$ cat src/rtl/sccb_seq_pkg.sv
// sccb_seq_pkg: command-entry encoding and sequencer state shared by the init sequencer and its ROM
package sccb_seq_pkg;
  typedef enum logic [1:0] {
    OP_WRITE        = 2'b00,
    OP_WRITE_VERIFY = 2'b01,
    OP_DELAY        = 2'b10,
    OP_END          = 2'b11
  } op_e;
  typedef enum logic [3:0] {
    S_IDLE, S_FETCH, S_DECODE, S_WR_REQ, S_WR_RESP,
    S_RD_REQ, S_RD_RESP, S_DELAY, S_DONE, S_ERROR
  } state_e;
  localparam int OP_HI   = 31;
  localparam int OP_LO   = 30;
  localparam int SUB_HI  = 23;
  localparam int SUB_LO  = 8;
  localparam int DATA_HI = 7;
  localparam int DATA_LO = 0;
  localparam int TICK_HI = 15;
  localparam int TICK_LO = 0;
endpackage

$ cat src/rtl/sccb_init_sequencer.sv
// sccb_init_sequencer: walks a command ROM and issues one SCCB transaction per entry,
// reporting done or error (verify exhaustion / response timeout) with the failing index.
module sccb_init_sequencer
  import sccb_seq_pkg::*;
#(
  parameter int          ROM_AW       = 8,
  parameter logic [7:0]  DEVICE_ADDR  = 8'h78,
  parameter int          DELAY_UNIT   = 50000,
  parameter int          MAX_RETRY    = 3,
  parameter int          RESP_TIMEOUT = 1000000
) (
  input  logic              clk,
  input  logic              rest,
  input  logic              start,
  output logic              busy,
  output logic              done,
  output logic              error,
  output logic [ROM_AW-1:0] err_index,
  output logic [ROM_AW-1:0] rom_addr,
  input  logic [31:0]       rom_data,
  output logic [7:0]        device_addr,
  output logic [15:0]       sub_addr,
  output logic              read,
  output logic              write,
  output logic [7:0]        write_data,
  input  logic              request_ready,
  input  logic [7:0]        read_data,
  input  logic              resp_valid,
  output logic              resp_ready
);
  state_e            state_q;
  op_e               op_q, dec_op;
  logic [15:0]       sub_q, ticks;
  logic [7:0]        wdata_q, retry_q;
  logic [ROM_AW-1:0] rom_addr_q, err_idx_q;
  logic [31:0]       cnt_q;
  logic              busy_q, done_q, error_q, write_q, read_q, resp_ready_q;
  logic              match, last, adv, fail, unused_rom;
  assign unused_rom = ^rom_data[29:24];
  always_comb begin
    dec_op = op_e'(rom_data[OP_HI:OP_LO]);
    ticks  = rom_data[TICK_HI:TICK_LO];
    match  = read_data == wdata_q;
    last   = &rom_addr_q;
    adv    = (state_q == S_WR_RESP && resp_valid && op_q == OP_WRITE) ||
             (state_q == S_RD_RESP && resp_valid && match) ||
             (state_q == S_DELAY && cnt_q == 32'd1) ||
             (state_q == S_DECODE && dec_op == OP_DELAY && ticks == 16'd0);
    fail   = ((state_q == S_WR_RESP || state_q == S_RD_RESP) && !resp_valid &&
              cnt_q == 32'(RESP_TIMEOUT - 1)) ||
             (state_q == S_RD_RESP && resp_valid && !match && retry_q >= 8'(MAX_RETRY));
  end
  always_ff @(posedge clk or posedge rest) begin
    if (rest) begin
      state_q      <= S_IDLE;
      op_q         <= OP_WRITE;
      sub_q        <= '0;
      wdata_q      <= '0;
      retry_q      <= '0;
      rom_addr_q   <= '0;
      err_idx_q    <= '0;
      cnt_q        <= '0;
      busy_q       <= 1'b0;
      done_q       <= 1'b0;
      error_q      <= 1'b0;
      write_q      <= 1'b0;
      read_q       <= 1'b0;
      resp_ready_q <= 1'b0;
    end else if (fail) begin
      state_q      <= S_ERROR;
      err_idx_q    <= rom_addr_q;
      busy_q       <= 1'b0;
      error_q      <= 1'b1;
      resp_ready_q <= 1'b0;
    end else if (adv) begin
      // the last table slot acts as an implicit END rather than wrapping to entry 0
      state_q      <= last ? S_DONE : S_FETCH;
      rom_addr_q   <= last ? rom_addr_q : rom_addr_q + ROM_AW'(1);
      busy_q       <= !last;
      done_q       <= last;
      retry_q      <= '0;
      resp_ready_q <= 1'b0;
    end else begin
      case (state_q)
        S_IDLE, S_DONE, S_ERROR: if (start) begin
          done_q     <= 1'b0;
          error_q    <= 1'b0;
          busy_q     <= 1'b1;
          rom_addr_q <= '0;
          retry_q    <= '0;
          state_q    <= S_FETCH;
        end
        S_FETCH: state_q <= S_DECODE;
        S_DECODE: begin
          op_q    <= dec_op;
          sub_q   <= rom_data[SUB_HI:SUB_LO];
          wdata_q <= rom_data[DATA_HI:DATA_LO];
          cnt_q   <= 32'(ticks) * 32'(DELAY_UNIT);
          write_q <= dec_op == OP_WRITE || dec_op == OP_WRITE_VERIFY;
          busy_q  <= dec_op != OP_END;
          done_q  <= dec_op == OP_END;
          state_q <= dec_op == OP_END ? S_DONE : dec_op == OP_DELAY ? S_DELAY : S_WR_REQ;
        end
        S_WR_REQ: if (request_ready) begin
          write_q      <= 1'b0;
          resp_ready_q <= 1'b1;
          cnt_q        <= '0;
          state_q      <= S_WR_RESP;
        end
        S_WR_RESP: if (resp_valid) begin
          resp_ready_q <= 1'b0;
          read_q       <= 1'b1;
          state_q      <= S_RD_REQ;
        end else cnt_q <= cnt_q + 32'd1;
        S_RD_REQ: if (request_ready) begin
          read_q       <= 1'b0;
          resp_ready_q <= 1'b1;
          cnt_q        <= '0;
          state_q      <= S_RD_RESP;
        end
        S_RD_RESP: if (resp_valid) begin
          resp_ready_q <= 1'b0;
          retry_q      <= retry_q + 8'd1;
          write_q      <= 1'b1;
          state_q      <= S_WR_REQ;
        end else cnt_q <= cnt_q + 32'd1;
        S_DELAY: cnt_q <= cnt_q - 32'd1;
        default: state_q <= S_IDLE;
      endcase
    end
  end
  assign busy        = busy_q;
  assign done        = done_q;
  assign error       = error_q;
  assign err_index   = err_idx_q;
  assign rom_addr    = rom_addr_q;
  assign device_addr = DEVICE_ADDR;
  assign sub_addr    = sub_q;
  assign write_data  = wdata_q;
  assign write       = write_q;
  assign read        = read_q;
  assign resp_ready  = resp_ready_q;
endmodule

$ cat config.mk
export PLATFORM = sky130hd
export DESIGN_NAME = sccb_init_sequencer
export DESIGN_NICKNAME = d
export VERILOG_FILES = /design/src/rtl/sccb_seq_pkg.sv /design/src/rtl/sccb_init_sequencer.sv
export SDC_FILE = /design/constraint.sdc
export NUM_CORES = 1
export LEC_CHECK = 0
export BUFFER_PORTS_ARGS = -buffer_cell sky130_fd_sc_hd__buf_2
export CORE_ASPECT_RATIO = 0.6
export CORE_MARGIN = 8
export CORE_UTILIZATION = 50
export DETAILED_ROUTE_END_ITERATION = 8
export PLACE_DENSITY_LB_ADDON = 0.08
export SYNTH_ARGS = -nofsm -noshare
export SYNTH_HDL_FRONTEND = slang
export SYNTH_SLANG_ARGS = --single-unit
$ cat constraint.sdc
create_clock -name clk -period 3.09 [get_ports clk]
set_input_delay 0.618 -clock clk [delete_from_list [all_inputs] [get_ports clk]]
set_output_delay 0.618 -clock clk [all_outputs]
set_load 0.03 [all_outputs]
==> impl_metrics.env <==
export IMPL_overflow=0
export IMPL_first_pass_iters=5
export IMPL_seq_area_frac_synth=0.248
export IMPL_cts_buffers_inserted=9
export IMPL_cts_max_level=3
export IMPL_row_count=38
export IMPL_period_minus_slack_ps=4260
export IMPL_power_mw=12.9
export IMPL_layout_setup_ws_ps=-1170
export IMPL_root_buffer="clkbuf_16"
export IMPL_fin_skew_ps=14.8
export IMPL_drc=0
export IMPL_final_cell_mix="buf_4 (172), nand2_1 (99), inv_1 (92), dfrtp_1 (92), nor2_1 (73)"
export IMPL_gr_usage_all_layers=0.249
export IMPL_nNetsFinal=1536
export IMPL_clkSinkCount=92
export IMPL_synth_edf_count=0
export IMPL_async_flop_share=1.00
export IMPL_worst_pin_slew_ps=749
export IMPL_vias_per_cell=5.67
export IMPL_die_x_um=192
export IMPL_slowest_delay_ps=560
export IMPL_ant_nets=0
export IMPL_relSlewSlack=0.499
export IMPL_syn2layout_area_growth_pct=39.2
export IMPL_core_um2=18100
export IMPL_wirelength_um=29400
export IMPL_status="finished, violations left"
export IMPL_num_fill_cells=1393
export IMPL_synth_distinct_cells=80
export IMPL_crit_slowest_cell="fa_1"
export IMPL_maxSlewViolCount=0
export IMPL_synth_flop_cell="dfrtp_1"
export IMPL_via_count=8930
export IMPL_ir_worst_vdd_mv=0.620
export IMPL_met3_wirelength_um=2540
export IMPL_drtIter0Drc=987
export IMPL_fin_cells=1575
export IMPL_critPathRequiredTime_ps=3330
export IMPL_finalSetupViolations=21
export IMPL_top_layer="met4"
export IMPL_cts_tree="done"
export IMPL_n_antenna_cell=0
export IMPL_dieArea_um2=23300
export IMPL_met2_length_um=11900
export IMPL_grt_max_degree=51
export IMPL_critical_path_class="in2reg"
export IMPL_layout_cells_most_common="buf_4"
export IMPL_postSynthCellCount=1094
export IMPL_clockBufferDepth=2
export IMPL_clkLatencyLatePin_ps=370
export IMPL_p_per_area_nw_per_um2=994
export IMPL_wl_per_cell_um=18.7
export IMPL_wl_met1_um=14600
export IMPL_start_util=0.513
export IMPL_cp_start_kind="input port"
export IMPL_cp_max_fo=5
export IMPL_fp_dieH_um=122
export IMPL_fmax_ghz=0.235
export IMPL_post_dp_hpwl_um=22100
export IMPL_ioPinCount=99
export IMPL_hold_path_class="in2async"
export IMPL_place_congestion=0.921
export IMPL_dpl_cell_count=1542
export IMPL_grt_pass1_vias=8508
export IMPL_violations="negative setup slack"
export IMPL_crit_path_cell_trace="buf_8 > ha_4 > ha_4 > inv_4 > fa_1 > fa_1 > fa_1 > inv_2 > ha_4 > a2111o_1 > o2111ai_4 > a31oi_4 > a21oi_2 > o21ai_1 > xnor2_1 > o221ai_1"
export IMPL_antenna_found_initial=0
export IMPL_synth_cell_area_um2=9290
export IMPL_clk_pin_slew_ps=80
export IMPL_drive_gt1_frac=0.370
export IMPL_synth_warnings=0
export IMPL_synth_seq_cells=92
export IMPL_cp_arrival_ps=4500
export IMPL_rsz0062_at_grt="true"
export IMPL_syn_area_per_cell_um2=8.49
export IMPL_leakage_nw=6.16
export IMPL_endpoint_kind="register"
export IMPL_io_buffers=84
export IMPL_grt_pass1_wl_um=46100
export IMPL_drv_cap=0
export IMPL_hold_viol=0
export IMPL_fin_crit_sh=1.38
## worst max-delay path, delay by kind of cell
kind | cells | cell delay [ps]
fa+ha+maj | 6 | 2090
xor+xnor | 1 | 230
buf+inv | 3 | 190
compound gates | 6 | 1350
## power by group
group          switching, mW  internal (mW)  leakage (nW)  total, mW
registers              0.338           1.64          1.19       1.97
logic                   5.28           4.45          4.83       9.74
clock network          0.576          0.568         0.140       1.14
## cells in the mapped netlist (9+ instances only)
cell type / number / area, um^2
a21o_1: 12 / 90.1
a21oi_1: 59 / 295
a31oi_1: 14 / 87.6
and3_1: 11 / 68.8
buf_4: 9 / 67.6
clkbuf_1: 41 / 154
dfrtp_1: 92 / 2300
fa_1: 38 / 761
ha_1: 123 / 1540
inv_1: 126 / 473
mux2_2: 12 / 135
nand2_1: 104 / 390
nand3_1: 22 / 110
nand4_1: 16 / 100
nor2_1: 77 / 289
nor2b_1: 10 / 62.6
nor3_1: 24 / 120
nor4_1: 17 / 106
o21ai_0: 69 / 345
o21ai_1: 11 / 55.1
o22ai_1: 9 / 56.3
xnor2_1: 17 / 149
xor2_1: 32 / 280
## kinds of logic after synthesis
kind of cell             count (synthesis)  share of synthesized area
AO/OA/AOI/OAI                          261                      0.183
XOR/XNOR                                49                     0.0462
adder cells (fa/ha/maj)                162                      0.249
buffers and inverters                  190                     0.0873
flip-flops                              92                      0.248
multiplexers                            13                     0.0158
other                                    2                   0.000808
AND/OR/NAND/NOR                        325                      0.171
## area by class of cell
| type | instances | area [um^2] | area share |
|---|---|---|---|
| Multi-Input combinational cell | 819 | 7330 | 0.566 |
| Clock inverter | 7 | 62.6 | 0.00484 |
| Inverter | 126 | 528 | 0.0408 |
| Tap cell | 240 | 300 | 0.0232 |
| Sequential cell | 92 | 2300 | 0.178 |
| Clock buffer | 9 | 225 | 0.0174 |
| Timing Repair Buffer | 282 | 2190 | 0.169 |
## metal layers
metal  up-vias  global-route usage
met5         -                   0
met4         0              0.0399
met3        25              0.0508
met2       366               0.341
met1      4248               0.396
li1       4291                   -
## state kept, by name, indices dropped and copies added, names as in the netlist, 2 cells and up
| register | cells |
|---|---|
| rom_addr | 8 |
| err_index | 8 |
| retry_q | 8 |
| op_q | 2 |
| write_data | 8 |
| state_q | 4 |
| cnt_q | 32 |
| sub_addr | 16 |
## through the flow
stage	setup TNS [ps]	cell area, um^2	worst slack [ps]	utilization	hold slack (ps)
after floorplan	-16100	9900	-1240	-	455
after global placement	-31350	11700	-1630	0.647	456
after detailed placement	-32650	11700	-1780	0.647	461
after CTS	-15550	12500	-1110	0.689	360
after global routing	-19410	12900	-1240	0.714	398
final	-17110	12900	-1170	0.714	346
## timing repair
action,4_1_cts,5_1_grt
endpoints found under the setup margin,34,49
pin swaps,49,54
hold buffers,0,0
setup buffers,6,13
gates cloned,1,0
resized for setup,79,84
## worst paths after layout
kind | startpoint | cells after the start | to | slack, ps
max reg2reg | cnt_q[15]$_DFFE_PP0P_ | 10 | cnt_q[27]$_DFFE_PP0P_ | 20
min | rest | 2 | cnt_q[10]$_DFFE_PP0P_ | 350
min in group clk | rom_data[18] | 3 | sub_addr[10]$_DFFE_PP0P_ | 430
max | rom_data[5] | 16 | cnt_q[30]$_DFFE_PP0P_ | -1170
min reg2reg | err_index[1]$_DFFE_PP0P_ | 2 | err_index[1]$_DFFE_PP0P_ | 480
max in group asynchronous | rest | 3 | sub_addr[9]$_DFFE_PP0P_ | 2050
Note: power is estimated with default switching activity, not from simulation.
